--- src/rtl/fnd_scan_dec_if.sv ---
`default_nettype none
// ---------------------------------------------------------------------------
// fnd_scan_dec_if : digit data/mask inputs and FND pin outputs of fnd_scan_dec
// Revision 1.0
// ---------------------------------------------------------------------------
interface fnd_scan_dec_if #(
    parameter int NUM_DIGIT = 6
);
    localparam int IDX_W = $clog2(NUM_DIGIT);

    logic [4*NUM_DIGIT-1:0] i_digits;
    logic [NUM_DIGIT-1:0]   i_dis_mask;
    logic [NUM_DIGIT-1:0]   i_blink_mask;
    logic [NUM_DIGIT-1:0]   i_dot;
    logic                   i_blink_en;
    logic [7:0]             o_seg;
    logic [NUM_DIGIT-1:0]   o_com;
    logic [IDX_W-1:0]       o_digit_idx;
    logic                   o_blink_ph;

    modport master (
        output i_digits, i_dis_mask, i_blink_mask, i_dot, i_blink_en,
        input  o_seg, o_com, o_digit_idx, o_blink_ph
    );

    modport slave (
        input  i_digits, i_dis_mask, i_blink_mask, i_dot, i_blink_en,
        output o_seg, o_com, o_digit_idx, o_blink_ph
    );
endinterface
`default_nettype wire

--- src/rtl/fnd_scan_dec.sv ---
`default_nettype none
// ---------------------------------------------------------------------------
// fnd_scan_dec : time-multiplexed 7-segment scanner with frame snapshot/blink
// Revision 1.0
// ---------------------------------------------------------------------------
module fnd_scan_dec #(
    parameter int NUM_DIGIT   = 6,
    parameter int SCAN_DIV    = 1000,
    parameter int BLINK_DIV   = 5000000,
    parameter bit HEX_EN      = 1'b0,
    parameter bit SEG_ACT_LOW = 1'b0,
    parameter bit COM_ACT_LOW = 1'b1
) (
    input  wire logic        clk,
    input  wire logic        rst,
    fnd_scan_dec_if.slave    bus
);
    localparam int IDX_W   = $clog2(NUM_DIGIT);
    localparam int SCAN_W  = $clog2(SCAN_DIV);
    localparam int BLINK_W = $clog2(BLINK_DIV);
    localparam logic [7:0]           C_SEG_OFF = SEG_ACT_LOW ? 8'hFF : 8'h00;
    localparam logic [NUM_DIGIT-1:0] C_COM_OFF = COM_ACT_LOW ? '1 : '0;

    logic [SCAN_W-1:0]      r_scan_cnt;
    logic [BLINK_W-1:0]     r_blink_cnt;
    logic                   r_blink_ph;
    logic                   r_run;
    logic [IDX_W-1:0]       r_idx;
    logic [7:0]             r_seg;
    logic [NUM_DIGIT-1:0]   r_com;
    logic [4*NUM_DIGIT-1:0] r_snap_digits;
    logic [NUM_DIGIT-1:0]   r_snap_dis;
    logic [NUM_DIGIT-1:0]   r_snap_blink;
    logic [NUM_DIGIT-1:0]   r_snap_dot;

    logic                   w_scan_tick;
    logic                   w_blink_tgl;
    logic                   w_ph_next;
    logic [IDX_W-1:0]       w_idx_next;
    logic                   w_capture;
    logic [4*NUM_DIGIT-1:0] w_digits;
    logic [NUM_DIGIT-1:0]   w_dis;
    logic [NUM_DIGIT-1:0]   w_blink;
    logic [NUM_DIGIT-1:0]   w_dot;
    logic [3:0]             w_code;
    logic                   w_visible;
    logic [6:0]             w_seg7;
    logic [7:0]             w_seg_raw;
    logic [NUM_DIGIT-1:0]   w_onehot;

    assign w_scan_tick = (r_scan_cnt == SCAN_W'(SCAN_DIV - 1));
    assign w_blink_tgl = (r_blink_cnt == BLINK_W'(BLINK_DIV - 1));
    assign w_ph_next   = r_blink_ph ^ w_blink_tgl;

    // The first tick after reset lights digit 0 rather than advancing past it.
    assign w_idx_next = (!r_run || (r_idx == IDX_W'(NUM_DIGIT - 1))) ? '0 : r_idx + IDX_W'(1);
    assign w_capture  = w_scan_tick && (w_idx_next == '0);

    // Digit 0 of a new frame must already see the freshly captured inputs.
    assign w_digits = w_capture ? bus.i_digits     : r_snap_digits;
    assign w_dis    = w_capture ? bus.i_dis_mask   : r_snap_dis;
    assign w_blink  = w_capture ? bus.i_blink_mask : r_snap_blink;
    assign w_dot    = w_capture ? bus.i_dot        : r_snap_dot;

    assign w_code    = w_digits[{w_idx_next, 2'b00} +: 4];
    assign w_visible = w_dis[w_idx_next] &
                       ~(bus.i_blink_en & w_blink[w_idx_next] & ~w_ph_next);

    always_comb begin
        w_seg7 = 7'b0000000;
        case (w_code)
            4'h0: w_seg7 = 7'b1111110;
            4'h1: w_seg7 = 7'b0110000;
            4'h2: w_seg7 = 7'b1101101;
            4'h3: w_seg7 = 7'b1111001;
            4'h4: w_seg7 = 7'b0110011;
            4'h5: w_seg7 = 7'b1011011;
            4'h6: w_seg7 = 7'b1011111;
            4'h7: w_seg7 = 7'b1110000;
            4'h8: w_seg7 = 7'b1111111;
            4'h9: w_seg7 = 7'b1110011;
            4'hA: w_seg7 = HEX_EN ? 7'b1110111 : 7'b0000000;
            4'hB: w_seg7 = HEX_EN ? 7'b0011111 : 7'b0000000;
            4'hC: w_seg7 = HEX_EN ? 7'b1001110 : 7'b0000000;
            4'hD: w_seg7 = HEX_EN ? 7'b0111101 : 7'b0000000;
            4'hE: w_seg7 = HEX_EN ? 7'b1001111 : 7'b0000000;
            default: w_seg7 = HEX_EN ? 7'b1000111 : 7'b0000000;
        endcase
    end

    assign w_seg_raw = w_visible ? {w_dot[w_idx_next], w_seg7} : 8'h00;
    assign w_onehot  = NUM_DIGIT'(1) << w_idx_next;

    always_ff @(posedge clk) begin
        if (rst) begin
            r_scan_cnt    <= '0;
            r_blink_cnt   <= '0;
            r_blink_ph    <= 1'b1;
            r_run         <= 1'b0;
            r_idx         <= '0;
            r_seg         <= C_SEG_OFF;
            r_com         <= C_COM_OFF;
            r_snap_digits <= '0;
            r_snap_dis    <= '0;
            r_snap_blink  <= '0;
            r_snap_dot    <= '0;
        end else begin
            r_scan_cnt  <= w_scan_tick ? '0 : r_scan_cnt + SCAN_W'(1);
            r_blink_cnt <= w_blink_tgl ? '0 : r_blink_cnt + BLINK_W'(1);
            r_blink_ph  <= w_ph_next;
            if (w_scan_tick) begin
                r_run <= 1'b1;
                r_idx <= w_idx_next;
                r_seg <= SEG_ACT_LOW ? ~w_seg_raw : w_seg_raw;
                r_com <= COM_ACT_LOW ? ~w_onehot : w_onehot;
            end
            if (w_capture) begin
                r_snap_digits <= bus.i_digits;
                r_snap_dis    <= bus.i_dis_mask;
                r_snap_blink  <= bus.i_blink_mask;
                r_snap_dot    <= bus.i_dot;
            end
        end
    end

    assign bus.o_seg       = r_seg;
    assign bus.o_com       = r_com;
    assign bus.o_digit_idx = r_idx;
    assign bus.o_blink_ph  = r_blink_ph;
endmodule
`default_nettype wire

--- src/flat_wrapper.sv ---
// flat-port wrapper written by rule: the top's interface ports become plain ports
module fnd_scan_dec_flat 
#(
    parameter int NUM_DIGIT   = 6,
    parameter int SCAN_DIV    = 1000,
    parameter int BLINK_DIV   = 5000000,
    parameter bit HEX_EN      = 1'b0,
    parameter bit SEG_ACT_LOW = 1'b0,
    parameter bit COM_ACT_LOW = 1'b1
)
  (clk, rst, bus_i_digits, bus_i_dis_mask, bus_i_blink_mask, bus_i_dot, bus_i_blink_en, bus_o_seg, bus_o_com, bus_o_digit_idx, bus_o_blink_ph);
  fnd_scan_dec_if #(.NUM_DIGIT(NUM_DIGIT)) bus_i ();
  input  wire logic clk;
  input  wire logic rst;
  input wire logic [$bits(bus_i.i_digits)-1:0] bus_i_digits;
  input wire logic [$bits(bus_i.i_dis_mask)-1:0] bus_i_dis_mask;
  input wire logic [$bits(bus_i.i_blink_mask)-1:0] bus_i_blink_mask;
  input wire logic [$bits(bus_i.i_dot)-1:0] bus_i_dot;
  input wire logic [$bits(bus_i.i_blink_en)-1:0] bus_i_blink_en;
  output wire logic [$bits(bus_i.o_seg)-1:0] bus_o_seg;
  output wire logic [$bits(bus_i.o_com)-1:0] bus_o_com;
  output wire logic [$bits(bus_i.o_digit_idx)-1:0] bus_o_digit_idx;
  output wire logic [$bits(bus_i.o_blink_ph)-1:0] bus_o_blink_ph;
  assign bus_i.i_digits = bus_i_digits;
  assign bus_i.i_dis_mask = bus_i_dis_mask;
  assign bus_i.i_blink_mask = bus_i_blink_mask;
  assign bus_i.i_dot = bus_i_dot;
  assign bus_i.i_blink_en = bus_i_blink_en;
  assign bus_o_seg = bus_i.o_seg;
  assign bus_o_com = bus_i.o_com;
  assign bus_o_digit_idx = bus_i.o_digit_idx;
  assign bus_o_blink_ph = bus_i.o_blink_ph;
  fnd_scan_dec #(.NUM_DIGIT(NUM_DIGIT), .SCAN_DIV(SCAN_DIV), .BLINK_DIV(BLINK_DIV), .HEX_EN(HEX_EN), .SEG_ACT_LOW(SEG_ACT_LOW), .COM_ACT_LOW(COM_ACT_LOW)) u_core (.clk(clk), .rst(rst), .bus(bus_i));
endmodule
--- config.mk ---
export PLATFORM = sky130hd
export DESIGN_NAME = fnd_scan_dec_flat
export DESIGN_NICKNAME = d
export VERILOG_FILES = /design/src/rtl/fnd_scan_dec_if.sv /design/src/rtl/fnd_scan_dec.sv /design/src/flat_wrapper.sv
export SDC_FILE = /design/constraint.sdc
export NUM_CORES = 1
export LEC_CHECK = 0
export ABC_AREA = 1
export BUFFER_PORTS_ARGS = -buffer_cell sky130_fd_sc_hd__buf_2
export CAP_MARGIN = 20
export CORE_ASPECT_RATIO = 1.2
export CORE_MARGIN = 2
export CORE_UTILIZATION = 35
export DETAILED_ROUTE_END_ITERATION = 16
export GPL_TIMING_DRIVEN = 0
export PLACE_DENSITY = 0.64
export SKIP_LAST_GASP = 1
export SLEW_MARGIN = 5
export SYNTH_ARGS = -nofsm -noshare
export SYNTH_HDL_FRONTEND = slang
export SYNTH_SLANG_ARGS = --single-unit
--- constraint.sdc ---
create_clock -name clk -period 2.8 [get_ports clk]
set_input_delay 0.28 -clock clk [delete_from_list [all_inputs] [get_ports clk]]
set_output_delay 0.28 -clock clk [all_outputs]
set_load 0.05 [all_outputs]
==> flow_metrics.py, run 1 <==
metrics = {
    "die": {
        "pin_count": 63,
        "core-area_um2": 12700,
        "die-height_um": 129,
        "die_area_um2": 13900,
        "start_util": 0.360,
        "die_w_um": 108,
        "fp-row-count": 45,
    },
    "critical_path": {
        "max_stage_delay_ns": 0.37,
        "r2r_slack_ns": 0.16,
        "worst-path-buf-inv": 6,
        "worstRegToRegCells": 20,
        "crit_path_end_kind": "flip-flop",
        "crit_top_cell": "nand2_1",
        "critPathTopFamily": "simple AND/OR/NAND/NOR gates",
        "cp_max_fo": 7,
        "crit_arrival_ns": 2.88,
        "crit_path_cell_trace": "inv_4, ha_4, inv_2, nand3_4, nand2_4, nor2_8, nand2_8, buf_8, buf_4, mux2i_4, o221ai_2, nor2_2, nor2_4, inv_2, buf_4, ha_1, nand2_1, nand2_1, nand2_1, nand2_1",
        "critPathLaunchType": "flip-flop",
        "cp_slowest_cell": "dfxtp_4",
        "cp-startpoint": "u_core.bus.o_digit_idx[1]$_SDFFE_PP0N_",
        "worstSetupPathDepth": 20,
        "rr_startpoint": "u_core.bus.o_digit_idx[1]$_SDFFE_PP0N_",
        "cp.required_ns": 3.04,
        "path_class": "flip-flop to flip-flop",
        "crit_path_end": "u_core.bus.o_seg[2]$_SDFFE_PP0N_",
        "r2r_end": "u_core.bus.o_seg[2]$_SDFFE_PP0N_",
    },
    "logic_synthesis": {
        "yosysWarningCount": 0,
        "ys_ff_latch": 94,
        "synth_cell_types": 39,
        "syn-instance-count": 646,
        "syn-num-nets": 700,
        "ys_seq_area_frac": 0.413,
        "async_flop_share": 0,
        "syn_area_um2": 4560,
        "postSynthAreaPerCell_um2": 7.05,
        "synthFlopType": "dfxtp_1",
        "synth_edf_count": 0,
    },
    "final_layout": {
        "drive_gt1_frac": 0.210,
        "fin_nets": 793,
        "areaGrowthSynthToFinish_pct": 23.6,
        "nFillCells": 1319,
        "diodes": 0,
        "final-instance-count-excl-fill": 907,
    },
    "pwr": {
        "power_mw": 2.59,
        "p_leak_nw": 2.50,
        "ir_drop_mv": 0.209,
        "power.density_nw_per_um2": 459,
    },
    "clock_tree": {
        "ctsHoldBuffers": 0,
        "path_clk_slew_ns": 0.06,
        "clkLatencyLatePin_ns": 0.34,
        "cts_buffers": 9,
        "cts_buffer_depth": 2,
        "htree_levels": 3,
        "cts-root-buf": "clkbuf_16",
        "cts_tree": "yes",
        "cts.sinks": 94,
    },
    "grt": {
        "grt_overflow": 0,
        "grt_pass1_vias": 3764,
        "grt_max_degree": 15,
        "grt_pass1_wl_um": 17700,
        "antenna_found_initial": 0,
        "gr-usage-all-layers": 0.162,
    },
    "sta": {
        "drv_slew": 0,
        "tightest_slew_ns": 0.825,
        "tns_ns": 0,
        "slew_headroom": 0.448,
        "finalHoldViolations": 0,
        "rsz0062_at_grt": "false",
        "fin_worst_skew_ns": 0.00439,
        "setup_viol": 0,
        "finalCriticalPeriod_ns": 2.64,
        "min_period_over_period": 0.943,
        "fmax_mhz": 379,
        "holdWs_ns": 0.204,
    },
    "drt": {
        "viasPerCell": 4.67,
        "wl_per_cell_um": 12.3,
        "drtIter0Drc": 200,
        "drcViolationCount": 0,
        "drt_pass1_iterations": 4,
        "drtAntennaViolNets": 0,
        "routed_wirelength_um": 11200,
        "vias": 4238,
    },
    "outcome": {
        "status": "complete, no violations",
    },
    "placed_design": {
        "place_hpwl_um": 8030,
        "port_buffers": 61,
        "gp_congestion": 0.816,
        "dp.cells": 871,
    },
    "hold_path": {
        "min_path_type": "input port to flip-flop",
        "holdPathStages": 3,
    },
    "run": {
        "drv_cap": 0,
    },
}
## worst min path at each step
stage / to / slack (ns) / start
2_1_floorplan: u_core.r_scan_cnt[0]$_SDFF_PP0_ / 0.42 / u_core.r_scan_cnt[0]$_SDFF_PP0_
3_3_place_gp: u_core.r_scan_cnt[0]$_SDFF_PP0_ / 0.43 / u_core.r_scan_cnt[0]$_SDFF_PP0_
3_5_place_dp: u_core.bus.o_seg[6]$_SDFFE_PP0N_ / 0.44 / u_core.bus.o_seg[6]$_SDFFE_PP0N_
4_1_cts: u_core.r_snap_digits[19]$_SDFF_PP0_ / 0.20 / bus_i_digits[19]
5_1_grt: u_core.r_snap_digits[9]$_SDFF_PP0_ / 0.21 / bus_i_digits[9]
6_report: u_core.r_snap_digits[19]$_SDFF_PP0_ / 0.20 / bus_i_digits[19]
## flip-flops by register name, summed over array words and instances (netlist names)
register,cells
u_core.r_blink_cnt,23
u_core.bus.o_blink_ph,1
u_core.r_snap_dis,6
u_core.r_snap_dot,6
u_core.bus.o_seg,8
u_core.bus.o_digit_idx,3
u_core.r_snap_blink,6
u_core.r_run,1
u_core.r_snap_digits,24
u_core.bus.o_com,6
u_core.r_scan_cnt,10
## repair_timing
| action | CTS | global route |
|---|---|---|
| buffers inserted | 6 | 17 |
| pin swaps | 5 | 10 |
| gates cloned | 0 | 1 |
| endpoints found under the hold margin | 0 | 0 |
| endpoints found under the setup margin | 7 | 7 |
| resized for setup | 5 | 22 |
## where the power goes
group          internal, mW  switching, mW
Sequential             1.34        0.00544
Clock                 0.669          0.486
Combinational        0.0334         0.0485
Total                  2.04          0.540
## tightest hold or removal path, cell delays in order
cell     delay (ns)
buf_2          0.08
o21ai_0        0.07
nor2_1         0.07
## metrics by stage
stage	util	setup slack [ns]	cell area (um2)
2_1_floorplan	-	0.00328	4560
3_3_place_gp	0.401	-0.283	5070
3_5_place_dp	0.401	-0.297	5070
4_1_cts	0.427	-0.0151	5410
5_1_grt	0.444	0.00125	5630
6_report	0.444	0.160	5630
## placed cells by master, fill, tap and decap left out, types with 4 or more instances in the layout
cell       Yosys  routed
inv_2          3       5
o211ai_1       4       4
a31oi_1        5       5
nand2_2        9      11
o21ai_1        5       5
dfxtp_1       94      91
buf_4          3      23
o21ai_0       11      11
ha_1           9       6
or2_2          5       5
nand2_1      175     173
clkbuf_16      0       9
nand3_1       49      47
nor3b_1        6       6
nand3_2        3       4
nand4_1        4       4
nand3b_1       6       6
clkbuf_1       9      10
o22ai_1        4       4
buf_2          2      62
nor3_1        11      11
xor2_1         5       5
a21oi_1       39      39
nor2_1        91      88
inv_1         68      64
## cells by family (layout without fill, tap and decap cells)
group / Yosys count / count (layout) / share of synthesized area
AND/OR/NAND/NOR: 367 / 368 / 0.361
AO/OA/AOI/OAI: 76 / 76 / 0.0964
XOR/XNOR: 7 / 7 / 0.0135
buffers and inverters: 90 / 186 / 0.0843
flip-flops: 94 / 94 / 0.413
multiplexers: 3 / 3 / 0.00659
adder cells (fa/ha/maj): 9 / 9 / 0.0247
## layer usage
layer  track usage  vias to the layer above  routed length (um)
met5             0                        -                   0
met2         0.265                       64                5320
li1              -                     2253                   -
met3        0.0390                       10                 437
met4        0.0505                        0                 159
met1         0.212                     1911                5250
## synthesized netlist by cell type (5+ instances only)
master	number	area [um2]
or2_2	5	31.3
ha_1	9	113
inv_1	68	255
clkbuf_1	9	33.8
dfxtp_1	94	1880
nand2_2	9	56.3
nor3b_1	6	45.0
a31oi_1	5	31.3
o21ai_0	11	55.1
nor3_1	11	55.1
nand3b_1	6	45.0
xor2_1	5	43.8
nand3_1	49	245
nor2_1	91	342
o21ai_1	5	25.0
nand2_1	175	657
a21oi_1	39	195
## layout make-up
type	instances	area, um2	area share
Multi-Input combinational cell	463	2390	0.425
Tap cell	164	205	0.0364
Buffer	16	114	0.0202
Inverter	72	279	0.0496
Clock inverter	1	5.00	0.000889
Sequential cell	94	1890	0.336
Timing Repair Buffer	83	468	0.0831
Clock buffer	14	274	0.0487
No activity file was read; power rests on OpenSTA's default activity.
==> inputs of run 2 (changes only) <==
CORE_UTILIZATION = 45   (was 35)
PLACE_DENSITY = 0.76   (was 0.64)
==> flow_metrics.py, run 2 (synthesized netlist as in run 1, its figures left out) <==
metrics = {
    "placed_design": {
        "dp.cells": 833,
        "gp_congestion": 0.840,
        "placed_cell_area_um2": 5030,
        "place_hpwl_um": 8040,
        "port_buffers": 61,
    },
    "die": {
        "start_util": 0.457,
        "die_area_um2": 10900,
        "core-area_um2": 9960,
        "fp-row-count": 40,
        "die_w_um": 95.9,
        "pin_count": 63,
        "die-height_um": 114,
    },
    "final_layout": {
        "drive_gt1_frac": 0.212,
        "regMostFlops": "u_core.r_snap_digits",
        "layout.cells.most_common": "nand2_1",
        "design_area_um2": 5580,
        "most-common-layout-cells": "nand2_1 (173), dfxtp_1 (90), nor2_1 (88), inv_1 (65), buf_2 (62)",
        "diodes": 0,
        "fin_nets": 786,
        "final-instance-count-excl-fill": 863,
        "largest_register_ffs": 24,
        "areaGrowthSynthToFinish_pct": 22.5,
        "reg_top3": "u_core.r_snap_digits (24), u_core.r_blink_cnt (23), u_core.r_scan_cnt (10)",
    },
    "clock_tree": {
        "cts_buffer_depth": 2,
        "cts_tree": "yes",
        "cts-root-buf": "clkbuf_16",
        "ctsHoldBuffers": 0,
        "cts_buffers": 9,
        "cts.sinks": 94,
        "clkLatencyLatePin_ns": 0.34,
        "htree_levels": 3,
        "path_clk_slew_ns": 0.06,
    },
    "sta": {
        "fmax_mhz": 371,
        "fin_worst_skew_ns": 0.00630,
        "setup_viol": 0,
        "finalHoldViolations": 0,
        "slew_headroom": 0.451,
        "tightest_slew_ns": 0.821,
        "finalCriticalPeriod_ns": 2.70,
        "rsz0062_at_grt": "true",
        "min_period_over_period": 0.963,
        "drv_slew": 0,
    },
    "pwr": {
        "p_clk_frac": 0.451,
        "power.density_nw_per_um2": 466,
        "p_seq_frac": 0.518,
        "p_leak_nw": 2.48,
        "ir_drop_mv": 0.247,
        "p_switching_mw": 0.554,
        "netSwitchingFraction": 0.213,
        "combPwrFrac": 0.031,
        "intPower_mw": 2.05,
    },
    "drt": {
        "top_layer": "met4",
        "wl_met2_um": 5500,
        "wl_per_cell_um": 13.1,
        "drtAntennaViolNets": 0,
        "vias": 4428,
        "viasPerCell": 5.13,
        "drt_pass1_iterations": 5,
        "met3WireLength_um": 548,
        "routed_wirelength_um": 11300,
        "drcViolationCount": 0,
        "wl_met1_um": 5100,
        "drtIter0Drc": 256,
    },
    "run": {
        "drv_cap": 0,
    },
    "critical_path": {
        "crit_path_end_kind": "flip-flop",
        "path_class": "flip-flop to flip-flop",
        "cp-startpoint": "u_core.bus.o_digit_idx[1]$_SDFFE_PP0N_",
        "rr_startpoint": "u_core.bus.o_digit_idx[1]$_SDFFE_PP0N_",
        "r2r_end": "u_core.bus.o_seg[3]$_SDFFE_PP0N_",
        "worstRegToRegCells": 19,
        "critPathLaunchType": "flip-flop",
        "crit_path_end": "u_core.bus.o_seg[3]$_SDFFE_PP0N_",
        "cp.required_ns": 3.04,
        "crit_arrival_ns": 2.94,
        "r2r_slack_ns": 0.10,
        "cp_max_fo": 8,
    },
    "grt": {
        "gr-usage-all-layers": 0.211,
        "grt_pass1_vias": 4045,
        "grt_max_degree": 15,
        "antenna_found_initial": 0,
        "grt_overflow": 0,
        "grt_pass1_wl_um": 18200,
    },
    "outcome": {
        "status": "complete, no violations",
    },
    "hold_path": {
        "min_path_type": "input port to flip-flop",
    },
}
run 2: cell count changes in the layout (fill, tap and decap cells not counted), sizes merged:
cell	delta
inv	+1
buf	-6
clkinv	+1
nand2	-1
clkbuf	-1
run 2: final cells by class:
class,instances,area (um2)
well taps,126,158
fillers,903,4380
repair buffers,77,450
inverters,72,275
clock inverters,3,17.5
plain buffers,16,114
multi-input cells,462,2410
clock buffers,13,270
flip-flops and latches,94,1890
run 2: repair_timing:
item,in CTS,in global routing
setup buffers,4,11
pin swaps,6,12
gates cloned,0,1
endpoints found under the setup margin,7,7
endpoints found under the hold margin,0,0
resized for setup,7,27
run 2: stage by stage:
stage / power, mW / hold WS (ns) / TNS [ns] / util / setup WS, ns
after CTS: 2.62 / 0.195 / 0 / 0.539 / 0.00229
final: 2.60 / 0.196 / 0 / 0.561 / 0.103
after detailed placement: 1.46 / 0.436 / -1.06 / 0.505 / -0.291
after floorplan: 1.41 / 0.418 / 0 / - / 0.00328
after global placement: 1.45 / 0.432 / -0.638 / 0.505 / -0.221
after global routing: 2.68 / 0.206 / -0.106 / 0.561 / -0.0447
run 2: worst max-delay path, cell delays in order, from the launching register on:
cell and delay, ns:
dfxtp_4 0.35, inv_2 0.05, ha_4 0.25, inv_2 0.04, nand3_4 0.10, nand2_4 0.08
nor2_8 0.15, nand2_8 0.09, buf_8 0.14, buf_4 0.13, mux2i_2 0.18, o221ai_1 0.13
nor2_1 0.18, nor2_2 0.08, inv_2 0.12, ha_4 0.23, nand3_4 0.08, nand3_2 0.07
nand3_2 0.08, nand2_1 0.05
run 2: power by group through the flow:
stage / Sequential [mW] / Clock, mW / Combinational [mW]
2_1_floorplan: 1.38 / 0 / 0.0342
3_3_place_gp: 1.38 / 0 / 0.0773
3_5_place_dp: 1.38 / 0 / 0.0796
4_1_cts: 1.35 / 1.19 / 0.0799
5_1_grt: 1.35 / 1.24 / 0.0894
6_report: 1.35 / 1.17 / 0.0800
run 2: how the worst min path moves through the flow:
stage                                     start                                  end  slack [ns]  cells past startpoint
4_1_cts                        bus_i_digits[10]  u_core.r_snap_digits[10]$_SDFF_PP0_        0.19                      3
5_1_grt                        bus_i_digits[19]  u_core.r_snap_digits[19]$_SDFF_PP0_        0.21                      3
3_5_place_dp   u_core.bus.o_seg[3]$_SDFFE_PP0N_     u_core.bus.o_seg[3]$_SDFFE_PP0N_        0.44                      2
2_1_floorplan   u_core.r_scan_cnt[0]$_SDFF_PP0_      u_core.r_scan_cnt[0]$_SDFF_PP0_        0.42                      1
3_3_place_gp    u_core.r_scan_cnt[0]$_SDFF_PP0_      u_core.r_scan_cnt[0]$_SDFF_PP0_        0.43                      1
6_report                       bus_i_digits[10]  u_core.r_snap_digits[10]$_SDFF_PP0_        0.20                      3
run 2: per-layer routing:
metal,up-vias,global-route usage
li1,2246,-
met1,2052,0.274
met2,114,0.348
met3,16,0.0402
met4,0,0.0724
met5,-,0
